<file path="config.mk">
export PLATFORM = sky130hd
export DESIGN_NAME = serial_loader_flat
export DESIGN_NICKNAME = d
export VERILOG_FILES = /design/src/rtl/serial_loader_if.sv /design/src/rtl/serial_loader.sv /design/src/flat_wrapper.sv
export SDC_FILE = /design/constraint.sdc
export NUM_CORES = 1
export LEC_CHECK = 0
export CORE_MARGIN = 2
export CORE_UTILIZATION = 47
export CTS_BUF_LIST = sky130_fd_sc_hd__clkbuf_8
export CTS_CLUSTER_DIAMETER = 200
export DETAILED_ROUTE_END_ITERATION = 8
export PLACE_DENSITY = 0.78
export SLEW_MARGIN = 15
export SYNTH_ARGS = -nofsm -noshare
export SYNTH_HDL_FRONTEND = slang
export SYNTH_SLANG_ARGS = --single-unit
</file>
<file path="constraint.sdc">
create_clock -name clk -period 3.6 [get_ports clk]
set_clock_uncertainty 0.2 [all_clocks]
set_input_delay 1.08 -clock clk [delete_from_list [all_inputs] [get_ports clk]]
set_output_delay 1.08 -clock clk [all_outputs]
set_load 0.02 [all_outputs]
</file>
<file path="src/rtl/serial_loader_if.sv">
`default_nettype none
// ============================================================================
//  Module   : serial_loader_if
//  Purpose  : Serial-in handshake and D/E load bus of the serial loader.
//  Revision : 1.0
// ============================================================================
interface serial_loader_if #(
    parameter int WIDTH = 8
);
    logic             start;
    logic             bit_valid;
    logic             sin;
    logic [WIDTH-1:0] D;
    logic             E;
    logic             busy;

    modport master (
        output start,
        output bit_valid,
        output sin,
        input  D,
        input  E,
        input  busy
    );

    modport slave (
        input  start,
        input  bit_valid,
        input  sin,
        output D,
        output E,
        output busy
    );
endinterface
`default_nettype wire

</file>
<file path="src/rtl/serial_loader.sv">
`default_nettype none
// ============================================================================
//  Module   : serial_loader
//  Purpose  : Assembles WIDTH serial bits MSB-first and presents the word on
//             D with a one-cycle load enable E for a downstream enable flop.
//  Revision : 1.0
// ============================================================================
module serial_loader #(
    parameter int WIDTH = 8
) (
    input  wire logic      clk,
    input  wire logic      reset,
    serial_loader_if.slave bus
);

    localparam int C_CNT_W = $clog2(WIDTH);
    localparam logic [C_CNT_W-1:0] C_LAST = C_CNT_W'(WIDTH - 1);

    typedef enum logic [1:0] {
        S_IDLE  = 2'd0,
        S_SHIFT = 2'd1,
        S_LOAD  = 2'd2
    } state_t;

    state_t             r_state;
    logic [C_CNT_W-1:0] r_cnt;
    logic [WIDTH-1:0]   r_shift;
    logic [WIDTH-1:0]   r_d;
    logic               r_e;

    state_t             w_state_nx;
    logic [C_CNT_W-1:0] w_cnt_nx;
    logic [WIDTH-1:0]   w_shift_nx;
    logic [WIDTH-1:0]   w_d_nx;
    logic               w_e_nx;
    logic [WIDTH-1:0]   w_shifted;

    assign w_shifted = {r_shift[WIDTH-2:0], bus.sin};

    always_ff @(posedge clk or negedge reset) begin
        if (!reset) begin
            r_state <= S_IDLE;
            r_cnt   <= '0;
            r_shift <= '0;
            r_d     <= '0;
            r_e     <= 1'b0;
        end else begin
            r_state <= w_state_nx;
            r_cnt   <= w_cnt_nx;
            r_shift <= w_shift_nx;
            r_d     <= w_d_nx;
            r_e     <= w_e_nx;
        end
    end

    // D holds everywhere except on the edge that enters LOAD.
    always_comb begin
        w_state_nx = r_state;
        w_cnt_nx   = r_cnt;
        w_shift_nx = r_shift;
        w_d_nx     = r_d;
        w_e_nx     = 1'b0;
        case (r_state)
            S_IDLE: begin
                if (bus.start) begin
                    w_state_nx = S_SHIFT;
                    w_cnt_nx   = '0;
                    w_shift_nx = '0;
                end
            end
            S_SHIFT: begin
                if (bus.bit_valid) begin
                    w_shift_nx = w_shifted;
                    w_cnt_nx   = r_cnt + C_CNT_W'(1);
                    if (r_cnt == C_LAST) begin
                        w_state_nx = S_LOAD;
                        w_d_nx     = w_shifted;
                        w_e_nx     = 1'b1;
                    end
                end
            end
            S_LOAD: begin
                w_state_nx = S_IDLE;
            end
            default: begin
                w_state_nx = S_IDLE;
            end
        endcase
    end

    assign bus.D    = r_d;
    assign bus.E    = r_e;
    assign bus.busy = (r_state != S_IDLE);

endmodule
`default_nettype wire

</file>
<file path="src/flat_wrapper.sv">
// flat-port wrapper written by rule: the top's interface ports become plain ports
module serial_loader_flat 
#(
    parameter int WIDTH = 8
)
  (clk, reset, bus_start, bus_bit_valid, bus_sin, bus_D, bus_E, bus_busy);
  serial_loader_if #(.WIDTH(WIDTH)) bus_i ();
  input  wire logic clk;
  input  wire logic reset;
  input wire logic [$bits(bus_i.start)-1:0] bus_start;
  input wire logic [$bits(bus_i.bit_valid)-1:0] bus_bit_valid;
  input wire logic [$bits(bus_i.sin)-1:0] bus_sin;
  output wire logic [$bits(bus_i.D)-1:0] bus_D;
  output wire logic [$bits(bus_i.E)-1:0] bus_E;
  output wire logic [$bits(bus_i.busy)-1:0] bus_busy;
  assign bus_i.start = bus_start;
  assign bus_i.bit_valid = bus_bit_valid;
  assign bus_i.sin = bus_sin;
  assign bus_D = bus_i.D;
  assign bus_E = bus_i.E;
  assign bus_busy = bus_i.busy;
  serial_loader #(.WIDTH(WIDTH)) u_core (.clk(clk), .reset(reset), .bus(bus_i));
endmodule
</file>
==> metrics.txt, run 1 <==
sequential area share after synthesis=0.545; number of synthesized register bits=21; Leakage=0.565 nW; WS Path Type=register to primary output; final core occ=0.606; post-DR vias/cell=between 5 and 6; share of cells above drive strength 1=0.163; DRT Wirelength=1.61 mm; fillers=165; Worst Setup End Kind=primary output; Rows=16; Vias=669; synthesized cell area=965 um2; drt pass-1 iters=4; initial drt markers=7; Hold WC Path Type=register to register; setup_tns=0 ns; Post-Synthesis Cells=83; CTS tree=done; RSZ-0062 raised after global routing=false; Post-DP Area=1130 um2; DR WL/cell=12.9 um; Core ar.=1940 um2; vias in the first global route=654; Max-Cap Viols=0; post-route ant nets=0; detailed placement HPWL=roughly 1.2 mm; Die Height=approximately 49 um; largest family of logic cells by synthesized area=simple AND/OR/NAND/NOR gates; Syn. warnings=0; pin count of the biggest net entering global routing=23; outcome=complete, no violations; Post-layout nets=between 100 and 150; Hold Vio Cnt, Final=0; chip width=just under 50 um; Arrival @ worst endpoint=1.51 ns; fin crit share=0.774; cts hold-fix bufs=0; xor and xnor area share after synthesis=0; global-route wire length before repair=~2.9 mm; post-cts sizing count=0; DR DRC count=0; gr usage total=0.158; Max Clk Rate=~360 MHz; P per Cell Area=741 nW/um2; H-tree levels=1; multiplexer area fraction after synthesis=0.0934; Initial Util=0.497; TritonCTS buffer count=3; Top-Level Pins=15; Startpoint Class=register; clock-pin slew on the worst setup and hold paths=0.07 ns; number of buffers added for setup after CTS=0; Clk Tree Root Cell=clkbuf_8; cell area after layout=~1200 um2; Post-Synth Adder-Cell Area=0.0259; total congestion overflow=0; Max clock buf depth=2; Compound-Gate Fraction of Synth Area=0.101; later-pin clock latency in the skew report=0.25 ns; # clock sinks=21; Ant. Diodes=0; Max FO, Critical Path=5; Final setup violation count=0; Slew HR=0.722; I/O Buffers=14; max-slew violation count=0; Peak VDD IR=between 0.3 and 0.4 mV; Final min period=approximately 2.8 ns; worst-margin pin slew=0.416 ns; GPL Wtd Cong=0.730; syn nets=90; initial antenna violation count=0; Layout area overhead=22.0%; Simple-Gate Fraction of Synth Area=0.166; post-synth cell types=17; CP required=approximately 2.3 ns; die area=2430 um2; syn_area_per_cell=11.6 um2
==> synthesized netlist by cell type <==
cell,count,share of area
nand4b_1,1,0.0091
nand3b_1,9,0.070
nand2b_1,2,0.013
inv_1,12,0.047
buf_1,1,0.0039
or2_2,1,0.0065
ha_1,2,0.026
buf_2,2,0.010
nand2_1,8,0.031
clkbuf_1,2,0.0078
dfrtp_1,21,0.54
o221ai_1,10,0.091
and2_1,1,0.0065
mux2_2,8,0.093
nand3_1,1,0.0052
o21ba_2,1,0.010
nand4b_4,1,0.025
==> registers in the layout, indices dropped and copies added (netlist names) <==
signal,flops
u_core.bus.E,1
u_core.r_shift,7
u_core.bus.D,8
u_core.r_cnt,3
u_core.r_state,2
==> worst max-delay path: stages, from the launching register on <==
cell             delay (ns)
dfrtp_1                0.41
or2_2                  0.30
clkdlybuf4s50_1        0.54
==> metrics by stage <==
step / total power [W] / setup slack (ns) / std cells / hold slack (ns)
floorplan: 0.000605 / 1.40 / 83 / 0.303
global placement: 0.000718 / 0.871 / 121 / 0.288
detailed placement: 0.000738 / 0.834 / 121 / 0.293
CTS: 0.000885 / 0.798 / 125 / 0.309
global route: 0.000945 / 0.765 / 125 / 0.329
finish: 0.000873 / 0.813 / 125 / 0.304
==> cell usage in the layout (no fill, tap or decap) <==
master           count
and2_1               1
or2_2                1
o221ai_1            10
nand3b_1             9
nand4b_4             1
dfrtp_1             21
buf_4                2
nand2_1              8
mux2_2               8
clkbuf_8             3
ha_1                 2
nand4b_1             1
clkdlybuf4s50_1     14
inv_1               13
nand3_1              1
nand2b_1             2
o21ba_2              1
==> cell families after synthesis <==
| group | count (synthesis) |
|---|---|
| AND/OR/NAND/NOR | 24 |
| flip-flops | 21 |
| buffers and inverters | 17 |
| AO/OA/AOI/OAI | 11 |
| multiplexers | 8 |
| adder cells (fa/ha/maj) | 2 |
==> path summary, 6_finish.rpt <==
path	endpoint	from	slack [ns]	cells past startpoint
max	bus_busy	u_core.r_state[1]	0.81	2
max reg2reg	u_core.bus.D[0]	u_core.r_cnt[0]	1.88	4
max in group asynchronous	u_core.bus.D[5]	reset	2.02	2
min reg2reg	u_core.bus.D[4]	u_core.bus.D[4]	0.30	1
min in group asynchronous	u_core.r_shift[0]	reset	0.97	2
min	u_core.bus.D[4]	u_core.bus.D[4]	0.30	1
==> area by class of cell <==
type / instances / area [um2] / area share
clock buffer: 3 / 41.3 / 0.0351
clock inverter: 1 / 3.75 / 0.00319
inverter: 12 / 45.0 / 0.0383
multi-input combinational: 45 / 373 / 0.317
sequential: 21 / 526 / 0.446
tap: 27 / 33.8 / 0.0287
timing repair buffer: 16 / 155 / 0.132
==> where the power goes <==
| part | total, W | internal, W | leakage (nW) | switching, W |
|---|---|---|---|---|
| sequential | 0.000384 | 0.000323 | 0.271 | 0.0000612 |
| combinational | 0.000344 | 0.000173 | 0.268 | 0.000171 |
| clock | 0.000145 | 0.0000758 | 0.0269 | 0.0000692 |
==> metal layers <==
layer | part of all wire | wire [um] | GRT usage
met5 | 0 | 0 | 0
met4 | 0.0068 | 11 | 0.0714
met3 | 0.045 | 72 | 0.0307
met2 | 0.51 | 819 | 0.255
met1 | 0.44 | 708 | 0.205
(Power assumes the default switching activity.)
==> run 2: changes to the inputs <==
--- a/config.mk
+++ b/config.mk
@@ -10,7 +10,7 @@
 export CTS_BUF_LIST = sky130_fd_sc_hd__clkbuf_8
 export CTS_CLUSTER_DIAMETER = 200
 export DETAILED_ROUTE_END_ITERATION = 8
-export PLACE_DENSITY = 0.78
+export PLACE_DENSITY = 0.81
 export SLEW_MARGIN = 15
 export SYNTH_ARGS = -nofsm -noshare
 export SYNTH_HDL_FRONTEND = slang
==> constraint.sdc (replaced) <==
create_clock -name clk -period 2.3 [get_ports clk]
set_clock_uncertainty 0.2 [all_clocks]
set_input_delay 0.69 -clock clk [delete_from_list [all_inputs] [get_ports clk]]
set_output_delay 0.69 -clock clk [all_outputs]
set_load 0.02 [all_outputs]
==> metrics.txt, run 2 (synthesis results as in run 1) <==
Vias=678 (+1.3%); total congestion overflow=0 (unchanged); CP required=1.41 ns (-0.91 ns); drt pass-1 iters=4 (unchanged); fillers=162 (-1.8%); Hold WC Path Type=register to register; DR DRC count=0 (unchanged); Rows=16 (unchanged); I/O Buffers=14 (unchanged); Arrival @ worst endpoint=1.29 ns (-0.22 ns); Max Clk Rate=458 MHz; share of cells above drive strength 1=0.180 (+0.0167); H-tree levels=1 (unchanged); initial drt markers=11 (+4); Cell Int Power=0.000893 W (+56%); pin count of the biggest net entering global routing=23 (unchanged); Hold WS=0.306 ns (+0.00157 ns); CTS tree=done; Slew HR=0.757 (+0.0351); GPL Wtd Cong=0.766 (+4.9%); Die Height=49.3 um (unchanged); initial antenna violation count=0 (unchanged); Max-Cap Viols=0 (unchanged); leading cell type in the layout, fill and taps excluded=dfrtp_1; Peak VDD IR=0.729 mV (+99%); WS Path Type=register to primary output; global-route wire length before repair=3.14 mm (+6.6%); Ant. Diodes=0 (unchanged); switching part of the total=0.352 (+0.00620); Max FO, Critical Path=5 (unchanged); vias in the first global route=724 (+11%); Clk Tree Root Cell=clkbuf_8; later-pin clock latency in the skew report=0.26 ns (about the same); clock-pin slew on the worst setup and hold paths=0.07 ns (about the same); Startpoint Class=register; post-route ant nets=0 (unchanged); Initial Util=0.497 (unchanged); DRT Wirelength=1.73 mm (+7.6%); part of the power in combinational logic=0.393 (about the same); Seq pwr share=0.437 (-0.003); detailed placement HPWL=1.20 mm (+3.5%); Core ar.=1940 um2 (unchanged); Final min period=2.18 ns; max reg flops=8 (unchanged); P per Cell Area=1160 nW/um2 (+56%); post-DR vias/cell=5.34 (-0.25%); Layout area overhead=23.5%; placed cell count=123 (+1.7%); Leakage=0.573 nW (+1.4%); fin crit share=0.949; Final setup violation count=0 (unchanged); cts hold-fix bufs=0 (unchanged); commonest cells after routing, fill and taps aside=21 x dfrtp_1, 13 x inv_1, 13 x clkdlybuf4s50_1; worst-margin pin slew=0.364 ns (-0.0514 ns); die area=2430 um2 (unchanged); Hold Vio Cnt, Final=0 (unchanged); clock network fraction of total power=0.170 (+0.004); # clock sinks=21 (unchanged); Top-Level Pins=15 (unchanged); gr usage total=0.168 (+0.00965); Power, Total=0.00138 W (+58%); outcome=complete, no violations; Worst Setup End Kind=primary output; chip width=49.3 um (unchanged); DR WL/cell=13.6 um (+5.9%); Max clock buf depth=2 (unchanged); setup_tns=0 ns (unchanged); RSZ-0062 raised after global routing=false; Net Switching=0.000484 W (+61%); Layout Cells excl Fill=127 (+1.6%); final core occ=0.613 (+0.00709); max-slew violation count=0 (unchanged); TritonCTS buffer count=3 (unchanged); Post-layout nets=108 (+1.9%)
## run 2: cell count changes in the layout (fill, tap and decap cells not counted)
cell / change
buf_4: +2
clkdlybuf4s50_1: -1
dlygate4sd2_1: +1
## run 2: metal layers
| layer | routed length [um] | vias to the layer above | global-route usage | part of all wire |
|---|---|---|---|---|
| met5 | 0 | - | 0 | 0 |
| met3 | 75 | 5 | 0.0307 | 0.043 |
| li1 | - | 323 | - | - |
| met1 | 832 | 333 | 0.222 | 0.48 |
| met4 | 39 | 0 | 0.0905 | 0.023 |
| met2 | 786 | 17 | 0.259 | 0.45 |
## run 2: layout make-up
class	instances	area (um2)	share of cell area
Clock inverter	1	3.75	0.00315
Tap cell	27	33.8	0.0284
Multi-Input combinational cell	45	373	0.313
Clock buffer	3	41.3	0.0347
Timing Repair Buffer	18	169	0.142
Sequential cell	21	526	0.441
Inverter	12	45.0	0.0378
## run 2: worst max-delay path: stages, from the launching register on
cell	delay, ns
dfrtp_1	0.42
or2_2	0.30
dlygate4sd2_1	0.32
## run 2: path summary, 6_finish.rpt
kind                                    from              end  slack (ns)  cells past startpoint
setup reg to reg             u_core.r_cnt[0]  u_core.bus.D[4]        0.59                      4
min in group asynchronous              reset  u_core.bus.D[2]        0.56                      2
hold reg to reg              u_core.bus.D[7]  u_core.bus.D[7]        0.31                      1
hold / removal               u_core.bus.D[7]  u_core.bus.D[7]        0.31                      1
setup / recovery           u_core.r_state[1]         bus_busy        0.12                      2
max in group asynchronous              reset  u_core.r_cnt[2]        1.12                      2
## run 2: metrics by stage
stage               area (um2)  setup WS (ns)
floorplan                  965          0.488
global placement          1150          0.169
detailed placement        1150         0.0989
CTS                       1190          0.103
global route              1190         0.0630
finish                    1190          0.116
## run 2: power by group through the flow
stage / clock, W / combinational [W] / sequential (W)
floorplan: 0 / 0.000285 / 0.000662
global placement: 0 / 0.000528 / 0.000601
detailed placement: 0 / 0.000547 / 0.000609
CTS: 0.000240 / 0.000547 / 0.000603
global route: 0.000255 / 0.000597 / 0.000620
finish: 0.000233 / 0.000541 / 0.000602
## run 2: timing repair
item,4_1_cts,5_1_grt
endpoints found under the setup margin,1,0
buffers inserted,0,0
resized for setup,1,0
